<file path="src/rtl/imm_pkg.sv">
// ---------------------------------------------------------------------------
// imm_pkg
//
// Shared types and constants for the immediate-generator pipeline:
//   - imm_fmt_e   : immediate format code carried with every decoded entry
//   - OPC_*       : RV base opcodes recognised by the decoder
//   - imm_entry_t : one decoded entry {imm, fmt, sra, illegal}
//
// The entry always carries a 64-bit immediate so that the same struct can be
// used for either datapath width. A 32-bit build only uses the low half.
// ---------------------------------------------------------------------------
package imm_pkg;

    // Widest datapath supported. The immediate field of an entry is this wide.
    localparam int IMM_W = 64;

    typedef enum logic [2:0] {
        FMT_NONE = 3'd0,
        FMT_I    = 3'd1,
        FMT_S    = 3'd2,
        FMT_B    = 3'd3,
        FMT_U    = 3'd4,
        FMT_J    = 3'd5,
        FMT_SH   = 3'd6
    } imm_fmt_e;

    localparam logic [6:0] OPC_OP_IMM    = 7'b0010011;
    localparam logic [6:0] OPC_OP_IMM_32 = 7'b0011011;
    localparam logic [6:0] OPC_LOAD      = 7'b0000011;
    localparam logic [6:0] OPC_JALR      = 7'b1100111;
    localparam logic [6:0] OPC_MISC_MEM  = 7'b0001111;
    localparam logic [6:0] OPC_SYSTEM    = 7'b1110011;
    localparam logic [6:0] OPC_STORE     = 7'b0100011;
    localparam logic [6:0] OPC_BRANCH    = 7'b1100011;
    localparam logic [6:0] OPC_LUI       = 7'b0110111;
    localparam logic [6:0] OPC_AUIPC     = 7'b0010111;
    localparam logic [6:0] OPC_JAL       = 7'b1101111;

    // funct3 values that turn an OP-IMM instruction into a shift.
    localparam logic [2:0] F3_SLL = 3'b001;
    localparam logic [2:0] F3_SRX = 3'b101;

    typedef struct packed {
        logic [IMM_W-1:0] imm;
        imm_fmt_e         fmt;
        logic             sra;
        logic             illegal;
    } imm_entry_t;

    // Value of an empty entry; also what the outputs show out of reset.
    localparam imm_entry_t ENTRY_RESET = '{
        imm:     '0,
        fmt:     FMT_NONE,
        sra:     1'b0,
        illegal: 1'b0
    };

    // Sign-extend a 12-bit I/S-type field to the full entry width.
    function automatic logic [IMM_W-1:0] sext12(input logic [11:0] value);
        return {{(IMM_W-12){value[11]}}, value};
    endfunction

endpackage

</file>
<file path="src/rtl/imm_decode.sv">
// ---------------------------------------------------------------------------
// imm_decode
//
// Purely combinational immediate decoder. The format is derived from the
// opcode field of the instruction; there is no external format select.
//
// Parameters:
//   XLEN  : datapath width, 32 or 64. Selects OP-IMM-32 support and the
//           width of the shift amount.
//
// Ports:
//   inst  : input  [31:0]  instruction word
//   entry : output         decoded {imm, fmt, sra, illegal}
//
// Configuration macro:
//   IMM_ILLEGAL_CHECK_EN : when defined, entry.illegal flags bad encodings
//                          (wrong low bits, unknown opcode, oversized shift
//                          amount on RV32, bad shift funct bits). When not
//                          defined, entry.illegal is always 0 and no check
//                          logic is built.
// ---------------------------------------------------------------------------
module imm_decode
    import imm_pkg::*;
#(
    parameter int XLEN = 32
) (
    input  logic [31:0] inst,
    output imm_entry_t  entry
);

    logic [6:0] opcode;
    logic [2:0] funct3;
    logic       is_op_imm;

    assign opcode = inst[6:0];
    assign funct3 = inst[14:12];

    // OP-IMM-32 only exists on a 64-bit datapath; on RV32 it falls through
    // to the unknown-opcode path below.
    assign is_op_imm = (opcode == OPC_OP_IMM) ||
                       ((XLEN == 64) && (opcode == OPC_OP_IMM_32));

    always_comb begin
        entry = ENTRY_RESET;

        if (is_op_imm) begin
            if ((funct3 == F3_SLL) || (funct3 == F3_SRX)) begin
                // Shift amounts are unsigned. Only a 64-bit OP-IMM shift
                // gets the sixth shamt bit; the 32-bit word forms do not.
                entry.fmt = FMT_SH;
                entry.sra = inst[30];
                if ((XLEN == 64) && (opcode == OPC_OP_IMM)) begin
                    entry.imm = {58'b0, inst[25:20]};
                end else begin
                    entry.imm = {59'b0, inst[24:20]};
                end
            end else begin
                entry.fmt = FMT_I;
                entry.imm = sext12(inst[31:20]);
            end
        end else begin
            case (opcode)
                OPC_LOAD, OPC_JALR, OPC_MISC_MEM, OPC_SYSTEM: begin
                    entry.fmt = FMT_I;
                    entry.imm = sext12(inst[31:20]);
                end
                OPC_STORE: begin
                    entry.fmt = FMT_S;
                    entry.imm = sext12({inst[31:25], inst[11:7]});
                end
                OPC_BRANCH: begin
                    // Branch offsets are halfword aligned, so bit 0 is 0.
                    entry.fmt = FMT_B;
                    entry.imm = {{51{inst[31]}}, inst[31], inst[7],
                                 inst[30:25], inst[11:8], 1'b0};
                end
                OPC_LUI, OPC_AUIPC: begin
                    entry.fmt = FMT_U;
                    entry.imm = {{32{inst[31]}}, inst[31:12], 12'b0};
                end
                OPC_JAL: begin
                    entry.fmt = FMT_J;
                    entry.imm = {{43{inst[31]}}, inst[31], inst[19:12],
                                 inst[20], inst[30:21], 1'b0};
                end
                default: begin
                    entry.fmt = FMT_NONE;
                    entry.imm = '0;
                end
            endcase
        end

`ifdef IMM_ILLEGAL_CHECK_EN
        // The immediate and format above are still reported for a flagged
        // instruction; the flag only marks the encoding as bad.
        entry.illegal = (inst[1:0] != 2'b11) ||
                        (entry.fmt == FMT_NONE) ||
                        ((entry.fmt == FMT_SH) && (XLEN == 32) && inst[25]) ||
                        ((entry.fmt == FMT_SH) && (funct3 == F3_SRX) &&
                         !((inst[31:26] == 6'b000000) ||
                           (inst[31:26] == 6'b010000)));
`else
        entry.illegal = 1'b0;
`endif
    end

endmodule

</file>
<file path="src/rtl/imm_gen_pipe.sv">
// ---------------------------------------------------------------------------
// imm_gen_pipe
//
// Immediate generator with a valid/ready input and output. Each accepted
// instruction is decoded by imm_decode and captured into a two-entry buffer
// (main + skid). The output always presents the main entry. With out_ready
// held high the result appears exactly one cycle after acceptance and one
// result per cycle is sustained.
//
// Parameters:
//   XLEN        : datapath width, 32 or 64 only.
//
// Ports:
//   clk         : input         sole clock, rising edge
//   rst_n       : input         asynchronous active-low reset
//   flush       : input         synchronous discard of all buffered entries
//   in_valid    : input         instruction offered
//   in_ready    : output        buffer can take an instruction (registered)
//   in_inst     : input  [31:0] instruction word
//   out_valid   : output        a decoded result is presented
//   out_ready   : input         consumer takes the presented result
//   out_imm     : output [XLEN-1:0] extended immediate
//   out_fmt     : output [2:0]  format code (imm_fmt_e)
//   out_sra     : output        arithmetic shift flag for shift formats
//   out_illegal : output        encoding-error flag
//
// Configuration macro:
//   IMM_ILLEGAL_CHECK_EN : enables the encoding check inside imm_decode;
//                          without it out_illegal is always 0.
// ---------------------------------------------------------------------------
module imm_gen_pipe
    import imm_pkg::*;
#(
    parameter int XLEN = 32
) (
    input  logic            clk,
    input  logic            rst_n,
    input  logic            flush,
    input  logic            in_valid,
    output logic            in_ready,
    input  logic [31:0]     in_inst,
    output logic            out_valid,
    input  logic            out_ready,
    output logic [XLEN-1:0] out_imm,
    output logic [2:0]      out_fmt,
    output logic            out_sra,
    output logic            out_illegal
);

    imm_entry_t dec_entry;
    imm_entry_t main_q;
    imm_entry_t main_d;
    imm_entry_t skid_q;
    imm_entry_t skid_d;
    logic       main_valid_q;
    logic       main_valid_d;
    logic       skid_valid_q;
    logic       skid_valid_d;
    logic       accept;
    logic       pop;

    imm_decode #(
        .XLEN (XLEN)
    ) u_decode (
        .inst  (in_inst),
        .entry (dec_entry)
    );

    // in_ready comes straight from the skid flop, so there is no path from
    // out_ready to in_ready. The skid entry absorbs the one instruction that
    // may arrive in the cycle the consumer stalls.
    assign in_ready = ~skid_valid_q;
    assign accept   = in_valid && in_ready;
    assign pop      = main_valid_q && out_ready;

    always_comb begin
        main_d       = main_q;
        skid_d       = skid_q;
        main_valid_d = main_valid_q;
        skid_valid_d = skid_valid_q;

        if (flush) begin
            // Flush wins over everything, including a same-cycle accept.
            main_valid_d = 1'b0;
            skid_valid_d = 1'b0;
        end else if (pop) begin
            if (skid_valid_q) begin
                // Both full: in_ready was low, so nothing is accepted here;
                // the older skid entry moves up to main.
                main_d       = skid_q;
                skid_valid_d = 1'b0;
            end else if (accept) begin
                main_d = dec_entry;
            end else begin
                main_valid_d = 1'b0;
            end
        end else if (accept) begin
            if (main_valid_q) begin
                skid_d       = dec_entry;
                skid_valid_d = 1'b1;
            end else begin
                main_d       = dec_entry;
                main_valid_d = 1'b1;
            end
        end
    end

    // Entry payloads are reset too, so the outputs read as an empty NONE
    // entry while nothing valid is held.
    always_ff @(posedge clk or negedge rst_n) begin
        if (!rst_n) begin
            main_q       <= ENTRY_RESET;
            skid_q       <= ENTRY_RESET;
            main_valid_q <= 1'b0;
            skid_valid_q <= 1'b0;
        end else begin
            main_q       <= main_d;
            skid_q       <= skid_d;
            main_valid_q <= main_valid_d;
            skid_valid_q <= skid_valid_d;
        end
    end

    assign out_valid   = main_valid_q;
    assign out_imm     = main_q.imm[XLEN-1:0];
    assign out_fmt     = main_q.fmt;
    assign out_sra     = main_q.sra;
    assign out_illegal = main_q.illegal;

    // On a 32-bit build the top half of the shared entry immediate is never
    // presented; fold it into a deliberately unused net.
    generate
        if (XLEN < IMM_W) begin : g_narrow
            logic unused_imm_hi;
            assign unused_imm_hi = ^main_q.imm[IMM_W-1:XLEN];
        end
    endgenerate

endmodule

</file>
<file path="config.mk">
export PLATFORM = sky130hd
export DESIGN_NAME = imm_gen_pipe
export DESIGN_NICKNAME = d
export VERILOG_FILES = /design/src/rtl/imm_pkg.sv /design/src/rtl/imm_decode.sv /design/src/rtl/imm_gen_pipe.sv
export SDC_FILE = /design/constraint.sdc
export NUM_CORES = 1
export LEC_CHECK = 0
export CORE_MARGIN = 2
export CORE_UTILIZATION = 57
export DETAILED_ROUTE_END_ITERATION = 10
export PLACE_DENSITY = 0.91
export SYNTH_ARGS = -nofsm -noshare
export SYNTH_HDL_FRONTEND = slang
export SYNTH_HIERARCHICAL = 1
export SYNTH_SLANG_ARGS = --single-unit
</file>
<file path="constraint.sdc">
create_clock -name clk -period 3.6 [get_ports clk]
set_clock_uncertainty 0.15 [all_clocks]
set_input_delay 0.72 -clock clk [delete_from_list [all_inputs] [get_ports clk]]
set_output_delay 0.72 -clock clk [all_outputs]
set_load 0.02 [all_outputs]
</file>
==> results.ini, run 1 <==
[run_status]
outcome=completed

[floorplanning]
die_w_um=87.6
placementRows=30
die_area_um2=7670
ios=76
initial_core_util_pct=58.6
core_area_um2=6790
die_h_um=87.6

[routing]
avgRoutedWirePerCell_um=17.9
drt_iter0_markers=196
drc=0
drtAntennaViolNets=0
viasPerCell=5.78
vias=2706
drt_first_pass_iters=4
totalWireLength_mm=8.38

[critical_path]
cp_slowest_cell=clkdlybuf4s50_1
critPathCaptureType=flop
crit_top_cell=mux2_2
reg2reg_depth=4
cp_cell_sequence=clkdlybuf4s50_1 > and3b_2 > nor3b_1 > inv_1 > o21ai_1 > a21o_1 > mux2_2 > mux2_2
crit_fanout=9
crit_type=input port to flop
start_kind=input port
max_stage_delay_ps=630
required_ps=3740
crit_arrival_ps=3140

[pwr]
pwr_density_cell_nw_per_um2=384
irDropWorstVdd_mv=0.218
p_int_w=0.00147
pwr-share-clk_pct=38.0
p_sw_w=0.000451
sequentialPowerShare_pct=48.0
swShare_pct=23.5
combPwrFrac_pct=13.9
power_leakage_nw=2.42

[cts]
post_cts_buffers=0
cts-buffers-inserted=9
postCtsResizedCells=0
tritoncts=built
max-clock-path-buffers=2
cts-htree-levels=3
cts.root.buffer_cell=clkbuf_8
insertion_delay_ps=350
clkSlewWorstSetupHoldPaths_ps=80
clock-sinks=76
ctsHoldBuffers=0

[placement]
pre_cts_ws_ps=288
place_congestion=0.862
dp_hpwl_mm=5.76
postPlaceCellArea_um2=4760
portBuffers=75

[synth]
postSynthCellCount=293
postSynthAreaPerCell_um2=13.6
synthesis.nets=330
synth.cell_area_um2=3980
yosys_warnings=6

[global_routing]
grt_pass1_wl_mm=13.7
grt_max_degree=77
overflow=0
antenna_found_initial=0
grt_pass1_vias=2832
grtUsageTotal_pct=23.4

[cells_and_area]
fillers=467
finish.utilization_pct=73.4
diodes=0
area.sequential_um2=1900
layout-drive-gt1-share_pct=41.9
synthToLayoutAreaGrowth_pct=25.2
multi_input_area_um2=1930
final_area_um2=4990
num-nets-final=405

[timing]
fin_crit_ps=3000
finalCritPeriodShare_pct=83.3
finalSetupViolations=0
fmax_mhz=333
finalHoldViolCount=0
tns_ps=0
slew-limit-headroom_pct=37.5
rsz0062_at_grt=no
tightest_slew_ps=938
drv_slew=0
worst_slack_ps=599

[hold_path]
hp-class=input port to async pin

[job]
max_cap_viol_count=0

## metal layers
layer	GRT usage, %	part of all wire, %	routed length (um)	vias to the layer above
li1	-	-	-	1220
met1	32.0	44	3660	1373
met2	36.3	49	4080	88
met3	3.86	4.2	350	25
met4	12.0	3.4	289	0
met5	0	0	0	-
## layout make-up
type	count	area share, %
Timing Repair Buffer	80	15.8
Multi-Input combinational cell	195	38.7
Sequential cell	76	38.1
Clock buffer	12	3.11
Tap cell	96	2.41
Clock inverter	3	1.38
Inverter	6	0.452
## power groups by stage
stage | clock network (W) | registers (W) | logic, W
final | 0.000729 | 0.000921 | 0.000267
after global routing | 0.000774 | 0.000926 | 0.000286
after CTS | 0.000745 | 0.000921 | 0.000269
after detailed placement | 0 | 0.000937 | 0.000268
after global placement | 0 | 0.000934 | 0.000262
after floorplan | 0 | 0.000956 | 0.000120
## final timing paths
| kind | from | to | slack, ps |
|---|---|---|---|
| max in group asynchronous | rst_n | out_imm[8]$_DFFE_PN0P_ | 2330 |
| worst min-delay path | rst_n | out_imm[4]$_DFFE_PN0P_ | 330 |
| min in group clk | skid_q[15]$_DFFE_PN0P_ | skid_q[15]$_DFFE_PN0P_ | 360 |
| worst max register to register | out_valid$_DFFE_PN0P_ | out_sra$_DFFE_PN0P_ | 1400 |
| worst max-delay path | in_inst[2] | out_imm[18]$_DFFE_PN0P_ | 600 |
| worst min register to register | skid_q[15]$_DFFE_PN0P_ | skid_q[15]$_DFFE_PN0P_ | 360 |
## worst max-delay path: cells and delay by family
family | cells | cell delay (ps)
AO/OA/AOI/OAI | 2 | 680
AND/OR/NAND/NOR | 2 | 650
multiplexers | 2 | 270
buffers and inverters | 2 | 810
## state kept, by name, summed over array words and instances, names as in the netlist
signal        count
skid_q           37
out_illegal       1
out_imm          32
out_sra           1
skid_valid_q      1
out_valid         1
out_fmt           3
## cell usage in the layout (no fill, tap or decap), types with 2 or more instances in the layout
master,instances
nor3b_1,2
mux2_4,7
a21o_2,11
nor2b_1,6
nand3_1,3
a22o_1,4
nor3_1,3
buf_4,6
mux2_2,105
nand2_1,2
a21o_1,9
clkbuf_8,11
nand2_2,2
a32o_1,2
inv_1,6
clkdlybuf4s50_1,74
bufinv_16,2
dfrtp_1,76
o21ai_0,4
nor2_1,5
a21oi_1,4
## metrics by stage
| stage | power (W) | hold slack (ps) | std cells |
|---|---|---|---|
| floorplan | 0.00108 | 274 | 293 |
| global placement | 0.00120 | 335 | 453 |
| detailed placement | 0.00121 | 343 | 453 |
| CTS | 0.00193 | 360 | 468 |
| global route | 0.00199 | 374 | 468 |
| finish | 0.00192 | 330 | 468 |
No activity file was read; power rests on OpenSTA's default activity.
==> run 2: changes to the inputs <==
CORE_UTILIZATION = 53   (was 57)
PLACE_DENSITY = 0.85   (was 0.91)
clock period = 3.05 ns   (was 3.6 ns; I/O delays follow)
==> run 2 against run 1 <==
Worst setup slack got worse by 380 ps. Core utilization fell by 2.6 points. Global-route usage fell by 2.2 points. Routed wire length rose by 0.24%. Flip-flop and latch count did not move. Via count barely moved. Hold slack got worse by 72 ps. Register-to-register slack got worse by 270 ps. Critical path depth did not move. Die area rose by 7.2%. First-iteration DRC count fell by 18%. Sequential share of layout area fell by 1.1 points.
==> results.ini, run 2 (synthesized netlist as in run 1, its figures left out) <==
[cells_and_area]
largest_reg_flops=37
final_common_cell=mux2_2
diodes=0
num-nets-final=420
layout-drive-gt1-share_pct=43.8
instances_no_fill=487
final_area_um2=5130
finish.utilization_pct=70.8
regMostFlops=skid_q
synthToLayoutAreaGrowth_pct=28.9
layout_common_cells=105 x mux2_2, 76 x dfrtp_1, 74 x clkdlybuf4s50_1, 18 x buf_4, 11 x a21o_2

[cts]
cts.root.buffer_cell=clkbuf_8
max-clock-path-buffers=2
ctsHoldBuffers=0
postCtsResizedCells=0
tritoncts=built
post_cts_buffers=0
clock-sinks=76
insertion_delay_ps=330
cts-htree-levels=3
cts-buffers-inserted=9
clkSlewWorstSetupHoldPaths_ps=80

[critical_path]
path_depth=8
crit_fanout=11
cp_cell_sequence=clkdlybuf4s50_1 > and3b_2 > o2111ai_1 > and3b_4 > a31oi_4 > a21o_2 > mux2_2 > mux2_2
crit_arrival_ps=2900
crit_top_cell=mux2_2
worst-path-buf-inv=1
reg2reg_depth=4
start_kind=input port
crit_type=input port to flop
critPathCaptureType=flop
required_ps=3120
max_stage_delay_ps=520
cp_slowest_cell=clkdlybuf4s50_1
cp_top_family=compound AO/OA/AOI/OAI gates

[routing]
drt_iter0_markers=161
totalWireLength_mm=8.40
avgRoutedWirePerCell_um=17.2
drt_first_pass_iters=4
vias=2708
drc=0
viasPerCell=5.56
drtAntennaViolNets=0

[floorplanning]
core_area_um2=7250
die_w_um=90.7
die_area_um2=8220
initial_core_util_pct=54.9
placementRows=31
die_h_um=90.7
ios=76

[timing]
finalSetupViolations=0
tightest_slew_ps=943
finalHoldViolCount=0
fin_crit_ps=2830
rsz0062_at_grt=no
finalCritPeriodShare_pct=92.8
slew-limit-headroom_pct=37.1
drv_slew=0
fmax_mhz=353
worst_slack_ps=221

[placement]
dpl.cell_count=471
postPlaceCellArea_um2=4920
dp_hpwl_mm=5.65
portBuffers=75
place_congestion=0.870
pre_cts_ws_ps=-91.6

[hold_path]
hp-class=input port to async pin

[global_routing]
grtUsageTotal_pct=21.2
grt_pass1_vias=2822
grt_max_degree=77
antenna_found_initial=0
overflow=0
grt_pass1_wl_mm=13.7

[pwr]
pwr_density_cell_nw_per_um2=439
power_leakage_nw=2.50
irDropWorstVdd_mv=0.265
p_total_w=0.00226

[run_status]
outcome=completed

[job]
max_cap_viol_count=0

run 2: cell count changes in the layout (fill, tap and decap cells not counted), sizes merged:
cell,previous run,this run
buf,6,21
clkbuf,12,13
run 2: path summary, 6_finish.rpt:
kind | start | to | slack, ps
setup / recovery | in_inst[3] | out_imm[20]$_DFFE_PN0P_ | 220
hold / removal | rst_n | skid_q[19]$_DFFE_PN0P_ | 260
setup reg to reg | skid_valid_q$_DFFE_PN0P_ | skid_q[30]$_DFFE_PN0P_ | 1130
hold reg to reg | skid_q[23]$_DFFE_PN0P_ | skid_q[23]$_DFFE_PN0P_ | 360
max in group asynchronous | rst_n | skid_q[35]$_DFFE_PN0P_ | 1880
min in group clk | skid_q[23]$_DFFE_PN0P_ | skid_q[23]$_DFFE_PN0P_ | 360
run 2: per-layer routing:
metal | share of wire (%) | GRT usage [%]
met1 | 44 | 27.1
met2 | 50 | 35.1
met3 | 4.9 | 4.76
met4 | 1.3 | 8.21
met5 | 0 | 0
run 2: stage by stage:
step | TNS [ps] | hold slack (ps)
2_1_floorplan | 0 | 164
3_3_place_gp | -407 | 335
3_5_place_dp | -1100 | 343
4_1_cts | 0 | 300
5_1_grt | 0 | 338
6_report | 0 | 258
run 2: cell type report:
| class | instances | area (um2) |
|---|---|---|
| Inverter | 6 | 22.5 |
| Clock inverter | 3 | 68.8 |
| Fill cell | 531 | 2120 |
| Clock buffer | 13 | 149 |
| Sequential cell | 76 | 1900 |
| Timing Repair Buffer | 95 | 936 |
| Multi-Input combinational cell | 195 | 1930 |
| Tap cell | 99 | 124 |
run 2: report_power, final:
group	total, W	switching [W]	internal (W)	leakage, nW
registers	0.00109	0.0000287	0.00106	1.05
logic	0.000329	0.000149	0.000180	1.34
clock network	0.000842	0.000354	0.000488	0.108
total	0.00226	0.000531	0.00172	2.50
